<file path="config.mk">
export PLATFORM = sky130hd
export DESIGN_NAME = fp_compare_unit_flat
export DESIGN_NICKNAME = d
export VERILOG_FILES = /design/src/rtl/fp_compare_unit_if.sv /design/src/rtl/fp_compare_unit.sv /design/src/flat_wrapper.sv
export SDC_FILE = /design/constraint.sdc
export NUM_CORES = 1
export LEC_CHECK = 0
export CAP_MARGIN = 10
export CORE_UTILIZATION = 55
export CTS_CLUSTER_DIAMETER = 150
export CTS_CLUSTER_SIZE = 14
export DETAILED_ROUTE_END_ITERATION = 12
export GPL_TIMING_DRIVEN = 0
export PLACE_DENSITY_LB_ADDON = 0.2
export SETUP_SLACK_MARGIN = 0.1
export SLEW_MARGIN = 20
export SYNTH_ARGS = -nofsm -noshare
export SYNTH_HDL_FRONTEND = slang
export SYNTH_SLANG_ARGS = --single-unit
export TNS_END_PERCENT = 5
</file>
<file path="constraint.sdc">
create_clock -name clk -period 10.4 [get_ports clk]
set_input_delay 3.12 -clock clk [delete_from_list [all_inputs] [get_ports clk]]
set_output_delay 3.12 -clock clk [all_outputs]
set_load 0.03 [all_outputs]
</file>
<file path="src/rtl/fp_compare_unit_if.sv">
// Request/response bundle shared by the board-level driver FSM and fp_compare_unit.
// The driver owns operands/op_code/mode/start; the unit owns result/flags/valid_out/busy.
interface fp_compare_unit_if;
   logic [31:0] op_a;
   logic [31:0] op_b;
   logic [2:0]  op_code;
   logic        mode_fp;
   logic        start;
   logic [31:0] result;
   logic [4:0]  flags;
   logic        valid_out;
   logic        busy;

   modport master (
      output op_a, op_b, op_code, mode_fp, start,
      input  result, flags, valid_out, busy
   );

   modport slave (
      input  op_a, op_b, op_code, mode_fp, start,
      output result, flags, valid_out, busy
   );
endinterface

</file>
<file path="src/rtl/fp_compare_unit.sv">
// Fixed-latency FP compare/min/max/classify unit (single and half precision).
// Define FP_CMP_STICKY_FLAGS_EN to add clear_flags/sticky_flags accumulation.
module fp_compare_unit (
   input  logic              clk,
   input  logic              rst,
   fp_compare_unit_if.slave  bus
`ifdef FP_CMP_STICKY_FLAGS_EN
   ,
   input  logic              clear_flags,
   output logic [4:0]        sticky_flags
`endif
);

   typedef enum logic [1:0] {ST_IDLE, ST_UNPACK, ST_CMP, ST_DONE} state_t;

   typedef struct packed {
      logic        sign;
      logic [7:0]  exp;
      logic [22:0] man;
      logic        zero;
      logic        sub;
      logic        inf;
      logic        nan;
      logic        snan;
   } fp_fields_t;

   // Half operands are zero-extended so one magnitude comparator serves both formats.
   function automatic fp_fields_t unpack_fp(input logic [31:0] v, input logic half);
      fp_fields_t f;
      logic       exp_max;
      logic       quiet;
      f.sign  = half ? v[15] : v[31];
      f.exp   = half ? {3'b000, v[14:10]} : v[30:23];
      f.man   = half ? {13'b0, v[9:0]} : v[22:0];
      exp_max = half ? (v[14:10] == 5'h1f) : (v[30:23] == 8'hff);
      quiet   = half ? v[9] : v[22];
      f.zero  = (f.exp == 8'h00) && (f.man == 23'h0);
      f.sub   = (f.exp == 8'h00) && (f.man != 23'h0);
      f.inf   = exp_max && (f.man == 23'h0);
      f.nan   = exp_max && (f.man != 23'h0);
      f.snan  = f.nan && !quiet;
      return f;
   endfunction

   state_t      state_q, state_d;
   logic [31:0] a_q, a_d, b_q, b_d;
   logic [2:0]  opc_q, opc_d;
   logic        half_q, half_d;
   fp_fields_t  fa_q, fa_d, fb_q, fb_d;
   logic [31:0] res_q, res_d;
   logic [4:0]  flg_q, flg_d;
   logic [31:0] result_q, result_d;
   logic [4:0]  flags_q, flags_d;
   logic        valid_q, valid_d;
   logic        busy_q, busy_d;
`ifdef FP_CMP_STICKY_FLAGS_EN
   logic [4:0]  sticky_q, sticky_d;
`endif

   logic [31:0] cmp_res;
   logic [4:0]  cmp_flg;
   logic [30:0] mag_a, mag_b;
   logic        mag_lt, mag_eq, both_zero, any_nan, any_snan;
   logic        ord_eq, ord_lt, tot_lt, sign_diff, norm_a;
   logic [31:0] val_a, val_b, canon_qnan;
   logic [9:0]  cls;

   // Result computation for the CMP stage, from the registered unpacked operands.
   always_comb begin
      mag_a      = {fa_q.exp, fa_q.man};
      mag_b      = {fb_q.exp, fb_q.man};
      mag_lt     = mag_a < mag_b;
      mag_eq     = mag_a == mag_b;
      sign_diff  = fa_q.sign != fb_q.sign;
      both_zero  = fa_q.zero && fb_q.zero;
      any_nan    = fa_q.nan || fb_q.nan;
      any_snan   = fa_q.snan || fb_q.snan;
      // tot_lt orders -0 below +0; ord_lt treats the two zeros as equal.
      tot_lt     = sign_diff ? fa_q.sign : (fa_q.sign ? (!mag_lt && !mag_eq) : mag_lt);
      ord_lt     = !both_zero && tot_lt;
      ord_eq     = both_zero || (!sign_diff && mag_eq);
      val_a      = half_q ? {16'h0000, a_q[15:0]} : a_q;
      val_b      = half_q ? {16'h0000, b_q[15:0]} : b_q;
      canon_qnan = half_q ? 32'h0000_7E00 : 32'h7FC0_0000;
      norm_a     = !fa_q.zero && !fa_q.sub && !fa_q.inf && !fa_q.nan;
      cls        = '0;
      cls[0]     = fa_q.inf  &&  fa_q.sign;
      cls[1]     = norm_a    &&  fa_q.sign;
      cls[2]     = fa_q.sub  &&  fa_q.sign;
      cls[3]     = fa_q.zero &&  fa_q.sign;
      cls[4]     = fa_q.zero && !fa_q.sign;
      cls[5]     = fa_q.sub  && !fa_q.sign;
      cls[6]     = norm_a    && !fa_q.sign;
      cls[7]     = fa_q.inf  && !fa_q.sign;
      cls[8]     = fa_q.snan;
      cls[9]     = fa_q.nan  && !fa_q.snan;
      cmp_res    = 32'h0;
      cmp_flg    = 5'b00000;
      case (opc_q)
         3'b000: begin
            cmp_res = {31'h0, !any_nan && ord_eq};
            cmp_flg = {any_snan, 4'b0000};
         end
         3'b001: begin
            cmp_res = {31'h0, !any_nan && ord_lt};
            cmp_flg = {any_nan, 4'b0000};
         end
         3'b010: begin
            cmp_res = {31'h0, !any_nan && (ord_lt || ord_eq)};
            cmp_flg = {any_nan, 4'b0000};
         end
         3'b011, 3'b100: begin
            if (fa_q.nan && fb_q.nan)  cmp_res = canon_qnan;
            else if (fa_q.nan)         cmp_res = val_b;
            else if (fb_q.nan)         cmp_res = val_a;
            else if (opc_q == 3'b011)  cmp_res = tot_lt ? val_a : val_b;
            else                       cmp_res = tot_lt ? val_b : val_a;
            cmp_flg = {any_snan, 4'b0000};
         end
         3'b101:  cmp_res = {22'h0, cls};
         default: cmp_flg = 5'b10000;
      endcase
   end

   always_comb begin
      state_d  = state_q;
      a_d      = a_q;
      b_d      = b_q;
      opc_d    = opc_q;
      half_d   = half_q;
      fa_d     = fa_q;
      fb_d     = fb_q;
      res_d    = res_q;
      flg_d    = flg_q;
      result_d = result_q;
      flags_d  = flags_q;
      valid_d  = 1'b0;
      busy_d   = busy_q;
`ifdef FP_CMP_STICKY_FLAGS_EN
      sticky_d = clear_flags ? 5'b00000 : sticky_q;
`endif
      case (state_q)
         ST_IDLE: begin
            if (bus.start) begin
               a_d     = bus.op_a;
               b_d     = bus.op_b;
               opc_d   = bus.op_code;
               half_d  = bus.mode_fp;
               busy_d  = 1'b1;
               state_d = ST_UNPACK;
            end
         end
         ST_UNPACK: begin
            fa_d    = unpack_fp(a_q, half_q);
            fb_d    = unpack_fp(b_q, half_q);
            state_d = ST_CMP;
         end
         ST_CMP: begin
            res_d   = cmp_res;
            flg_d   = cmp_flg;
            state_d = ST_DONE;
         end
         ST_DONE: begin
            result_d = res_q;
            flags_d  = flg_q;
            valid_d  = 1'b1;
            busy_d   = 1'b0;
            state_d  = ST_IDLE;
`ifdef FP_CMP_STICKY_FLAGS_EN
            // A concurrent clear still keeps the flags of the op completing now.
            sticky_d = clear_flags ? flg_q : (sticky_q | flg_q);
`endif
         end
         default: state_d = ST_IDLE;
      endcase
   end

   always_ff @(posedge clk or posedge rst) begin
      if (rst) begin
         state_q  <= ST_IDLE;
         a_q      <= '0;
         b_q      <= '0;
         opc_q    <= '0;
         half_q   <= 1'b0;
         fa_q     <= '0;
         fb_q     <= '0;
         res_q    <= '0;
         flg_q    <= '0;
         result_q <= '0;
         flags_q  <= '0;
         valid_q  <= 1'b0;
         busy_q   <= 1'b0;
`ifdef FP_CMP_STICKY_FLAGS_EN
         sticky_q <= '0;
`endif
      end else begin
         state_q  <= state_d;
         a_q      <= a_d;
         b_q      <= b_d;
         opc_q    <= opc_d;
         half_q   <= half_d;
         fa_q     <= fa_d;
         fb_q     <= fb_d;
         res_q    <= res_d;
         flg_q    <= flg_d;
         result_q <= result_d;
         flags_q  <= flags_d;
         valid_q  <= valid_d;
         busy_q   <= busy_d;
`ifdef FP_CMP_STICKY_FLAGS_EN
         sticky_q <= sticky_d;
`endif
      end
   end

   assign bus.result    = result_q;
   assign bus.flags     = flags_q;
   assign bus.valid_out = valid_q;
   assign bus.busy      = busy_q;
`ifdef FP_CMP_STICKY_FLAGS_EN
   assign sticky_flags  = sticky_q;
`endif

endmodule
</file>
<file path="src/flat_wrapper.sv">
// flat-port wrapper written by rule: the top's interface ports become plain ports
module fp_compare_unit_flat 
  (clk, rst, bus_op_a, bus_op_b, bus_op_code, bus_mode_fp, bus_start, bus_result, bus_flags, bus_valid_out, bus_busy);
  fp_compare_unit_if bus_i ();
  input  logic clk;
  input  logic rst;
  input wire logic [$bits(bus_i.op_a)-1:0] bus_op_a;
  input wire logic [$bits(bus_i.op_b)-1:0] bus_op_b;
  input wire logic [$bits(bus_i.op_code)-1:0] bus_op_code;
  input wire logic [$bits(bus_i.mode_fp)-1:0] bus_mode_fp;
  input wire logic [$bits(bus_i.start)-1:0] bus_start;
  output wire logic [$bits(bus_i.result)-1:0] bus_result;
  output wire logic [$bits(bus_i.flags)-1:0] bus_flags;
  output wire logic [$bits(bus_i.valid_out)-1:0] bus_valid_out;
  output wire logic [$bits(bus_i.busy)-1:0] bus_busy;
  assign bus_i.op_a = bus_op_a;
  assign bus_i.op_b = bus_op_b;
  assign bus_i.op_code = bus_op_code;
  assign bus_i.mode_fp = bus_mode_fp;
  assign bus_i.start = bus_start;
  assign bus_result = bus_i.result;
  assign bus_flags = bus_i.flags;
  assign bus_valid_out = bus_i.valid_out;
  assign bus_busy = bus_i.busy;
  fp_compare_unit u_core (.clk(clk), .rst(rst), .bus(bus_i));
endmodule
</file>
## Word level (Yosys, flattened, before mapping)

Cells that the tools add are included.

| cells by class | value |
|---|---|
| magnitude comparators | 1 |
| eq/ne operators | 15 |
| multiplexer cells | 28 |
| reductions and logical operators | 59 |

Operators by type and width:

| operator | number |
|---|---|
| two-way mux 32 bit | 8 |
| case mux 32 bit (5 select lines) | 1 |
| logical NOT 23 bit | 2 |
| two-way mux 23 bit | 2 |
| nonzero test 23 bit | 2 |
| == test 31 bit | 1 |
| less-than comparator 31 bit | 1 |
| two-way mux 31 bit | 1 |
| logical AND 1 bit | 28 |
| == test 8 bit (second input constant) | 2 |
| logical NOT 8 bit | 2 |
| two-way mux 8 bit | 2 |
| case mux 5 bit (3 select lines) | 1 |
| logical NOT 1 bit | 13 |
| == test 5 bit (second input constant) | 2 |
| two-way mux 1 bit | 10 |
| case mux 2 bit (4 select lines) | 1 |
| == test 3 x 2 -> 1 bit (second input constant) | 2 |
| == test 3 bit (second input constant) | 2 |
| == test 2 bit (second input constant) | 2 |
| logical OR 1 bit | 4 |
| AND reduction 2 bit | 2 |
| OR reduction 2 bit | 2 |
| == test 3 x 1 -> 1 bit (second input constant) | 1 |
| 9 further kinds | 9 |

| word-level totals | value |
|---|---|
| flip-flop bits (word level) | 218 |
| word-level logic and storage cells | 128 |

## Depth between registers and ports, before layout

| logic depth | value |
|---|---|
| depth in word-level cells | 11 |
| depth in mapped cells | 13 |
| depth with buffers taken out | 11 |

## Least setup slack after synthesis

OpenSTA, ideal clock, no wires.

| path | value |
|---|---|
| path kind | input port to flip-flop |
| from | input bus_start |
| to | register u_core.a_q[0] |
| library setup time | 0.125 ns |
| data arrival time | 4.282 ns |
| required time | 10.275 ns |
| path slack | 5.993 ns |
| stages | 4 |
| buffers on the path | 2 |
| cells stage by stage | nand2_1 -> buf_1 -> buf_1 -> mux2_2 |

| on the way | value |
|---|---|
| word-level cells in the longest chain between the ends | 1 |

Ends and longest elaborated chain:

| element | line | text |
|---|---|---|
| start, declared | flat_wrapper.sv:11 | `input wire logic [$bits(bus_i.start)-1:0] bus_start;` |
| AND reduction 2 bit (no source line) | n/a |  |
| end signal, assigned | fp_compare_unit.sv:181 | `a_q <= '0;` |
| end signal, assigned | fp_compare_unit.sv:198 | `a_q <= a_d;` |
| end, declared | fp_compare_unit.sv:46 | `logic [31:0] a_q, a_d, b_q, b_d;` |

Every way passes these cells.
A chain may end at the register's enable or synchronous reset.

## Worst setup path in the final report

| path | value |
|---|---|
| from | input bus_start |
| to | register u_core.a_q[4] |

Same word-level chain as after synthesis.

==> metrics <==
status finished, final reports clean; post-synthesis sequential element count 210; Crit path top cell by count buf_1; Comb power frac 44.7%; CP bufs+invs 3; area grow syn2layout 19.1%; kind of critical path in -> reg; worst min path class reg -> reg; Die Span Y 135 um; Post-CTS Setup Bufs 0; Crit-path slowest cell buf_1; post-cts sizing count 0; Leak 5.11 nW; Fmax 199 MHz; post-synthesis cell count 850; TritonCTS clock tree built; max_slew headroom 47.7%; initial core utilization 56.1%; final period utilization 48.2%; vias in the first global route 6876; number of flops mapped to enable cells by yosys 0; Worst Max-Slew Pin Slew 0.785 ns; H-tree Lvls 1; Worst Setup End Kind flop; average size of a mapped cell 11.4 um2; Final Hold Vio Count 0; area leader, netlist dfrtp_1; Crit Path Max Fanout 10; Die Area 0.0182 mm2; DRC viols 0; CP required 10.76 ns; GRT Total Usage 27.2%; Switching Fraction 40.5%; synthesized cell area 0.00971 mm2; Netlist cell types 55; Initial DRC Count 577; max cap viols 0; drt via density 5.87; Startpoint Class primary input; Final setup violation count 0; final slew viol count 0; dominant cells by area after synthesis dfrtp_1 54%, mux2_2 13%, ha_1 4.5%; CP startpoint bus_start; worst hold start u_core.res_q[16]; Synth top area share 54.1%; CTS Hold Bufs 0; RSZ-0062 raised after global routing no; Max clock buf depth 3; critical-path cell list clkdlybuf4s50_1 > nand2_1 > buf_1 > buf_1 > mux2_2; most common cell in the netlist dfrtp_1; CTS root buffer clkbuf_16; CP delay by family, top buffers and inverters; Routed WL 23800 um; Place WS 4.87 ns; Synth top cells by count 210 x dfrtp_1, 113 x mux2_2, 71 x nand2_1; antenna viol nets, final 0; dpl hpwl 17200 um; internal power 2.24 mW; CTS sink cnt 210; PortBufs 105; pwr/cell area 326 mW/mm2; routed len/inst 19.8 um; Clock Latency Late Sink 0.48 ns; Site Rows 48; first-pass GRT wire length 38000 um; Fin Clk Skew 0.0123 ns; total CTS buffers 18; Top-Level Pins 110; sequential area share after synthesis 54.1%; Crit path largest cell delay 0.57 ns; antenna violations before repair 0; Die W 135 um; Post-synth ARST share 100%; fillcell total 1335; Main synth FF type dfrtp_1; core area 0.0173 mm2; Clk pwr share 15.9%; worst vdd ir 0.184 mV; share of cells above drive strength 1 15.3%; WHS 0.492 ns; routability congestion estimate 0.931; post-route setup TNS 0 ns; grt total ovfl 0; Reg clk slew, reported paths 0.06 ns; Initial DRT Pass Iterations 5; sequential group share of total power 39.4%; Critical Path AT 5.38 ns; setup ws final 5.38 ns; nets@finish 1085; largest net degree at the start of global routing 108; Reg2Reg Launch Point u_core.fa_q[19]; Psw 1.53 mW; synth warn 0; diode count 0; minimum clock period 5.02 ns; Via Count 7062
[worst paths after layout]
check,cells after the start,to,slack [ns]
min in group asynchronous,2,u_core.bus.result[17],3.15
setup reg to reg,12,u_core.res_q[8],7.06
hold / removal,1,u_core.res_q[16],0.49
setup / recovery,5,u_core.a_q[4],5.38
hold reg to reg,1,u_core.res_q[16],0.49
max in group asynchronous,3,u_core.fb_q[8],6.25
[power by group through the flow]
stage | logic, mW | clock network (mW) | registers [mW]
2_1_floorplan | 1.17 | 0 | 1.42
3_3_place_gp | 1.63 | 0 | 1.47
3_5_place_dp | 1.67 | 0 | 1.48
4_1_cts | 1.69 | 0.614 | 1.47
5_1_grt | 1.85 | 0.642 | 1.52
6_report | 1.69 | 0.599 | 1.49
[final cells by class]
cell class              instances  area, um2  share of cell area [%]
flip-flops and latches        210       5260                    45.4
inverters                      61        236                    2.04
repair buffers                106       1080                    9.33
multi-input cells             538       4010                    34.6
plain buffers                  44        231                    2.00
well taps                     225        282                    2.43
clock buffers                  19        475                    4.11
[flip-flops by register name, summed over array words and instances, names as in the netlist]
register and flops:
u_core.fa_q 36, u_core.fb_q 35, u_core.a_q 32, u_core.b_q 32, u_core.bus.result 32, u_core.res_q 32
u_core.opc_q 3, u_core.state_q 2, u_core.bus.busy 1, u_core.bus.flags 1, u_core.bus.valid_out 1, u_core.cls 1
u_core.flg_q 1, u_core.half_q 1
[per-stage QoR]
step                      area (um2)  util (%)  power (mW)  cells
after floorplan                 9720         -        2.59    853
after global placement         11100      63.9        3.11   1183
after detailed placement       11100      64.1        3.15   1184
after CTS                      11600      66.9        3.77   1203
after global routing           11600      66.9        4.00   1203
final                          11600      66.9        3.77   1203
[cells by family (layout without fill, tap and decap cells)]
kind of cell	count (synthesis)	after routing	synth area share, %
simple gates	177	177	8.81
fa+ha+maj	35	35	4.51
other cells	1	4	0.0386
mux	150	150	16.9
xor+xnor	2	2	0.180
flops	210	210	54.1
buf+inv	105	230	4.74
compound gates	170	170	10.7
[worst register-to-register path, cell delays in order (launching register included)]
cell      delay (ns)
dfrtp_1         0.38
ha_1            0.30
nand3_1         0.14
nor3_1          0.40
o31ai_2         0.16
and3_1          0.24
o21ai_0         0.46
a41oi_1         0.19
o311ai_1        0.12
buf_6           0.22
buf_12          0.16
mux2i_1         0.29
o22ai_1         0.12
[cell usage in the layout, fill, tap and decap left out, types with 14 or more instances in the layout]
cell type,Yosys,final
clkdlybuf4s50_1,0,105
o21ai_0,65,65
nand2_1,71,71
a21oi_1,33,33
dfrtp_1,210,210
mux2_2,113,113
mux2i_1,37,37
clkbuf_1,26,26
ha_1,35,35
inv_1,60,59
nor3_1,14,14
nor2_1,37,37
clkbuf_16,0,19
[routing by layer]
metal / GRT usage [%] / vias up / share of wire (%)
met2: 40.4 / 263 / 44
met4: 7.18 / 0 / 2.3
met5: 0 / - / 0
met3: 4.54 / 42 / 6.6
met1: 41.5 / 3511 / 48
li1: - / 3246 / -
(Power assumes the default switching activity.)
